[src/rtl/rgb_gray_stream_if.sv]
// Single valid/ready sample stream: one direction of the converter's data path.
interface rgb_gray_stream_if #(
  parameter int DW = 8
);
  logic [DW-1:0] data;
  logic          valid;
  logic          ready;

  // Producer side of the stream.
  modport master (output data, output valid, input ready);

  // Consumer side of the stream.
  modport slave (input data, input valid, output ready);
endinterface

[src/rtl/rgb_gray_stream.sv]
// Streaming colour-to-grayscale converter.
// Takes byte-serial R,G,B samples on one stream and emits one gray sample per
// pixel on another. It converts exactly one frame per accepted start and pulses
// done once the last gray sample has been taken downstream.
module rgb_gray_stream #(
  parameter int DW    = 8,
  parameter int IMG_W = 2,
  parameter int IMG_H = 2
) (
  input  logic                clk,
  input  logic                rst,
  input  logic                start,
  input  logic [1:0]          mode,
  rgb_gray_stream_if.slave    in_s,
  rgb_gray_stream_if.master   out_s,
  output logic                busy,
  output logic                done
);

  localparam int NPIX = IMG_W * IMG_H;
  localparam int PW   = (NPIX > 1) ? $clog2(NPIX) : 1;
  localparam int SW   = DW + 2;

  typedef enum logic [1:0] {
    IDLE  = 2'd0,
    RUN   = 2'd1,
    DRAIN = 2'd2,
    DONE  = 2'd3
  } state_t;

  state_t        state;
  state_t        state_nxt;
  logic [1:0]    mode_q;
  logic [1:0]    ch;
  logic [PW-1:0] pix;
  logic [DW-1:0] r_q;
  logic [DW-1:0] g_q;
  logic [DW-1:0] out_data_q;
  logic          out_valid_q;
  logic [DW-1:0] gray;
  logic [DW-1:0] mx;
  logic [SW-1:0] r_x;
  logic [SW-1:0] g_x;
  logic [SW-1:0] b_x;
  logic          in_ready;
  logic          in_hs;
  logic          b_hs;
  logic          out_hs;
  logic          last_pix;

  // The blue sample is the only one held back: it would overwrite a result
  // that downstream has not taken yet. Red and green always go straight in.
  assign in_ready = (state == RUN) && !(ch[1] && out_valid_q && !out_s.ready);
  assign in_hs    = in_s.valid && in_ready;
  assign b_hs     = in_hs && ch[1];
  assign out_hs   = out_valid_q && out_s.ready;
  assign last_pix = (pix == PW'(NPIX - 1));

  assign in_s.ready  = in_ready;
  assign out_s.data  = out_data_q;
  assign out_s.valid = out_valid_q;
  assign busy        = (state != IDLE);
  assign done        = (state == DONE);

  // Gray value for the pixel whose blue sample is on the input right now.
  // Operands are widened by two bits so the weighted sum cannot wrap before the
  // final truncation back to the sample width.
  always_comb begin
    r_x = SW'(r_q);
    g_x = SW'(g_q);
    b_x = SW'(in_s.data);
    mx  = r_q;
    if (g_q > mx)       mx = g_q;
    if (in_s.data > mx) mx = in_s.data;
    case (mode_q)
      2'd1:    gray = DW'((r_x + (g_x << 1) + b_x) >> 2);
      2'd2:    gray = mx;
      default: gray = DW'((r_x >> 2) + (r_x >> 5) + (g_x >> 1) + (g_x >> 4)
                          + (b_x >> 4) + (b_x >> 5));
    endcase
  end

  // Frame sequencing state register.
  always_ff @(posedge clk) begin
    if (rst) state <= IDLE;
    else     state <= state_nxt;
  end

  // Next state: run until the last blue sample, then wait for it to drain out.
  always_comb begin
    state_nxt = state;
    case (state)
      IDLE:    if (start) state_nxt = RUN;
      RUN:     if (b_hs && last_pix) state_nxt = DRAIN;
      DRAIN:   if (out_hs) state_nxt = DONE;
      DONE:    state_nxt = IDLE;
      default: state_nxt = IDLE;
    endcase
  end

  // Sample capture, channel/pixel counting and the output holding register.
  always_ff @(posedge clk) begin
    if (rst) begin
      mode_q      <= 2'd0;
      ch          <= 2'd0;
      pix         <= '0;
      r_q         <= '0;
      g_q         <= '0;
      out_data_q  <= '0;
      out_valid_q <= 1'b0;
    end else begin
      if (state == IDLE && start) begin
        mode_q <= mode;
        ch     <= 2'd0;
        pix    <= '0;
      end
      if (in_hs) begin
        case (ch)
          2'd0: begin
            r_q <= in_s.data;
            ch  <= 2'd1;
          end
          2'd1: begin
            g_q <= in_s.data;
            ch  <= 2'd2;
          end
          default: begin
            out_data_q <= gray;
            ch         <= 2'd0;
            pix        <= pix + PW'(1);
          end
        endcase
      end
      if (b_hs)        out_valid_q <= 1'b1;
      else if (out_hs) out_valid_q <= 1'b0;
    end
  end

endmodule
[src/flat_wrapper.sv]
// flat-port wrapper written by rule: the top's interface ports become plain ports
module rgb_gray_stream_flat 
#(
  parameter int DW    = 8,
  parameter int IMG_W = 2,
  parameter int IMG_H = 2
)
  (clk, rst, start, mode, busy, done, in_s_data, in_s_valid, in_s_ready, out_s_data, out_s_valid, out_s_ready);
  rgb_gray_stream_if #(.DW(DW)) in_s_i ();
  rgb_gray_stream_if #(.DW(DW)) out_s_i ();
  input  logic clk;
  input  logic rst;
  input  logic start;
  input  logic [1:0] mode;
  output logic busy;
  output logic done;
  input wire logic [$bits(in_s_i.data)-1:0] in_s_data;
  input wire logic [$bits(in_s_i.valid)-1:0] in_s_valid;
  output wire logic [$bits(in_s_i.ready)-1:0] in_s_ready;
  output wire logic [$bits(out_s_i.data)-1:0] out_s_data;
  output wire logic [$bits(out_s_i.valid)-1:0] out_s_valid;
  input wire logic [$bits(out_s_i.ready)-1:0] out_s_ready;
  assign in_s_i.data = in_s_data;
  assign in_s_i.valid = in_s_valid;
  assign in_s_ready = in_s_i.ready;
  assign out_s_data = out_s_i.data;
  assign out_s_valid = out_s_i.valid;
  assign out_s_i.ready = out_s_ready;
  rgb_gray_stream #(.DW(DW), .IMG_W(IMG_W), .IMG_H(IMG_H)) u_core (.clk(clk), .rst(rst), .start(start), .mode(mode), .in_s(in_s_i), .out_s(out_s_i), .busy(busy), .done(done));
endmodule
[config.mk]
export PLATFORM = sky130hd
export DESIGN_NAME = rgb_gray_stream_flat
export DESIGN_NICKNAME = d
export VERILOG_FILES = /design/src/rtl/rgb_gray_stream_if.sv /design/src/rtl/rgb_gray_stream.sv /design/src/flat_wrapper.sv
export SDC_FILE = /design/constraint.sdc
export NUM_CORES = 1
export LEC_CHECK = 0
export CAP_MARGIN = 15
export CORE_MARGIN = 3
export CORE_UTILIZATION = 45
export CTS_CLUSTER_DIAMETER = 60
export DETAILED_ROUTE_END_ITERATION = 16
export PLACE_DENSITY_LB_ADDON = 0.05
export SYNTH_ARGS = -nofsm -noshare
export SYNTH_HDL_FRONTEND = slang
export SYNTH_SLANG_ARGS = --single-unit
[constraint.sdc]
create_clock -name clk -period 12.9 [get_ports clk]
set_input_delay 1.935 -clock clk [delete_from_list [all_inputs] [get_ports clk]]
set_output_delay 1.935 -clock clk [all_outputs]
set_load 0.01 [all_outputs]
==> results.toml <==
[route]
routedWlPerCell_um = 16.1
drt_first_iter_violations = 117
drt-pass1-iter-count = 4
via_count = 2811
viasPerCell = 5.44
ant_nets = 0
route.detailed.drc = 0
wl_um = 8310

[global_routing]
grt_overflow_total = 0
grt_pass1_vias = 2747
grt_max_degree = 35
antenna_found_initial = 0
grt_pass1_wl_um = 14000
track_usage = 0.211

[synthesis]
ys_dominant_reg_cell = "dfxtp_1"
syn_avg_cell_area_um2 = 8.28
syn_nets = 481
synth_simple_gate_area_frac = 0.169
synth_xor_area_frac = 0.0374
synth-seq-area-share = 0.201
synth_top_area_share = 0.201
synth_mux_area_frac = 0.0122
yosysMostFrequentCell = "nand2_1"
synth_compound_area_frac = 0.204
yosys.area.top_type = "dfxtp_1"
synth.distinct_cells = 53
syn_inst = 396
ys_seq_elements = 33
synth_edf_count = 0
synth_top_family_by_area = "adder cells"
synth_common_cells = "nand2_1, ha_1, a21oi_1"
async_reset_ff_frac = 0
synthTopCellsByArea = "dfxtp_1, ha_1, fa_1"
synth_adder_area_share = 0.313
ys_warn_count = 0
syn_area_um2 = 3280

[worst_setup_path]
crit_fanout = 7
crit_required_ns = 13.07
cp_top_family = "adder cells"
start_kind = "input pin"
worstPathArrival_ns = 5.72
path_cells = "clkdlybuf4s50_1 -> fa_1 -> inv_1 -> fa_1 -> fa_1 -> inv_1 -> ha_1 -> inv_1 -> fa_1 -> nor2b_1 -> o21a_1 -> nor2_1 -> nor2b_1 -> nor4_1 -> o21ai_0 -> a41oi_2"
cpMostUsedCell = "fa_1"
cpPeakStageDelay_ns = 0.63
worst_path_max_delay_cell = "clkdlybuf4s50_1"
critPathBufInv = 4
crit_path_end_kind = "register"
path_class = "in -> reg"

[timing]
hold_viol = 0
setup_viol = 0
tightest_slew_ns = 1.09
post-route-period-util = 0.430
worst_slack_ns = 7.36
fmax_mhz = 180
slew_viol_final = 0
fin_crit_ns = 5.54
max_slew_margin = 0.271
rsz0062_at_grt = "false"
timing.setup.tns_ns = 0
fin_skew_ns = 0.00536

[run_status]
outcome = "finished, final reports clean"

[layout]
layout-drive-gt1-share = 0.0356
fillers = 666
fin_nets = 506
diodes = 0
areaGrowthSynthToFinish_pct = 13.0
multiInputGateArea_um2 = 2410
seq_area_um2 = 661
fin_cells = 517

[die]
start_util = 0.472
fp.dieW_um = 91.4
die_area_um2 = 8350
core.rowCount = 30
boundaryPins = 27
die_h_um = 91.4
coreArea_um2 = 6940

[clock_network]
path_clk_slew_ns = 0.07
insertion_delay_ns = 0.29
clk_path_buf_depth = 2
cts_root_buf = "clkbuf_8"
numCtsBuffers = 5
cts_sinks = 33
cts_max_level = 2
holdBufCountCts = 0
cts_tree = "yes"
ctsResizeCount = 0
postCtsSetupBuffers = 0

[placed_design]
pre_cts_ws_ns = 7.05
place_inst = 510
gp_congestion = 0.885
hpwlAfterDp_um = 6680
port_buffers = 26

[power]
p_leak_uw = 0.00158
power.density_nw_per_um2 = 119
power.total_uw = 441
peakVddDrop_v = 0.0000823

[run]
drv_cap = 0

[min_path]
min_path_type = "reg -> reg"
==> logic make-up (layout without fill, tap and decap cells) <==
kind of cell / after synthesis / after routing
adder cells (fa/ha/maj): 70 / 70
multiplexers: 4 / 4
AND/OR/NAND/NOR: 119 / 119
XOR/XNOR: 14 / 14
buffers and inverters: 50 / 75
flip-flops: 33 / 33
AO/OA/AOI/OAI: 106 / 106
==> power breakdown <==
part	switching (uW)	internal, uW
logic	137	96.8
clock network	40.5	42.4
registers	12.8	111
==> path summary, 6_finish.rpt <==
check | from | end | slack [ns] | cells after the start
setup / recovery | in_s_data[6] | u_core.out_s.data[7] | 7.36 | 16
hold / removal | u_core.mode_q[1] | u_core.mode_q[1] | 0.48 | 2
setup reg to reg | u_core.r_q[5] | u_core.out_s.data[7] | 8.47 | 17
hold reg to reg | u_core.mode_q[1] | u_core.mode_q[1] | 0.48 | 2
==> registers in the layout, summed over array words and instances (netlist names) <==
register and count:
u_core.ch 2, u_core.g_q 8, u_core.out_s.valid 1, u_core.out_s.data 8
u_core.pix 2, u_core.state 2, u_core.mode_q 2, u_core.r_q 8
==> cells in the final DEF, fill, tap and decap left out, types with 4 or more instances in the layout <==
| master | instances |
|---|---|
| a21oi_1 | 47 |
| dfxtp_1 | 33 |
| inv_1 | 39 |
| nand3_1 | 7 |
| nor2b_1 | 5 |
| mux2i_1 | 4 |
| nor2_1 | 22 |
| nand4_1 | 6 |
| a21o_1 | 8 |
| ha_1 | 50 |
| xor2_1 | 5 |
| nand2_1 | 52 |
| o21ai_0 | 17 |
| clkbuf_8 | 6 |
| nor3_1 | 10 |
| clkdlybuf4s50_1 | 26 |
| xnor2_1 | 9 |
| fa_1 | 20 |
==> stage by stage <==
step | util | instance area [um^2] | hold slack (ns)
3_3_place_gp | 0.521 | 3620 | 0.457
5_1_grt | 0.534 | 3700 | 0.496
3_5_place_dp | 0.521 | 3620 | 0.468
6_report | 0.534 | 3700 | 0.475
2_1_floorplan | - | 3280 | 0.452
4_1_cts | 0.534 | 3700 | 0.477
==> worst reg2reg max path, cell delays in order (launching register included) <==
cell	delay, ns
dfxtp_1	0.54
ha_1	0.28
fa_1	0.45
fa_1	0.50
inv_1	0.05
fa_1	0.53
fa_1	0.42
inv_1	0.07
ha_1	0.16
inv_1	0.05
fa_1	0.40
nor2b_1	0.13
o21a_1	0.11
nor2_1	0.05
nor2b_1	0.15
nor4_1	0.07
o21ai_0	0.22
a41oi_2	0.13
==> cell type report <==
| type | count | area share |
|---|---|---|
| repair buffers | 28 | 0.0743 |
| inverters | 40 | 0.0405 |
| well taps | 96 | 0.0324 |
| multi-input cells | 313 | 0.651 |
| clock buffers | 7 | 0.0233 |
| flip-flops and latches | 33 | 0.178 |
==> per-layer routing <==
metal	GRT usage	part of all wire	vias to the layer above
met2	0.336	0.46	57
li1	-	-	1435
met4	0.0616	0.016	0
met5	0	0	-
met1	0.295	0.49	1308
met3	0.0348	0.040	11
Note: power is estimated with default switching activity, not from simulation.
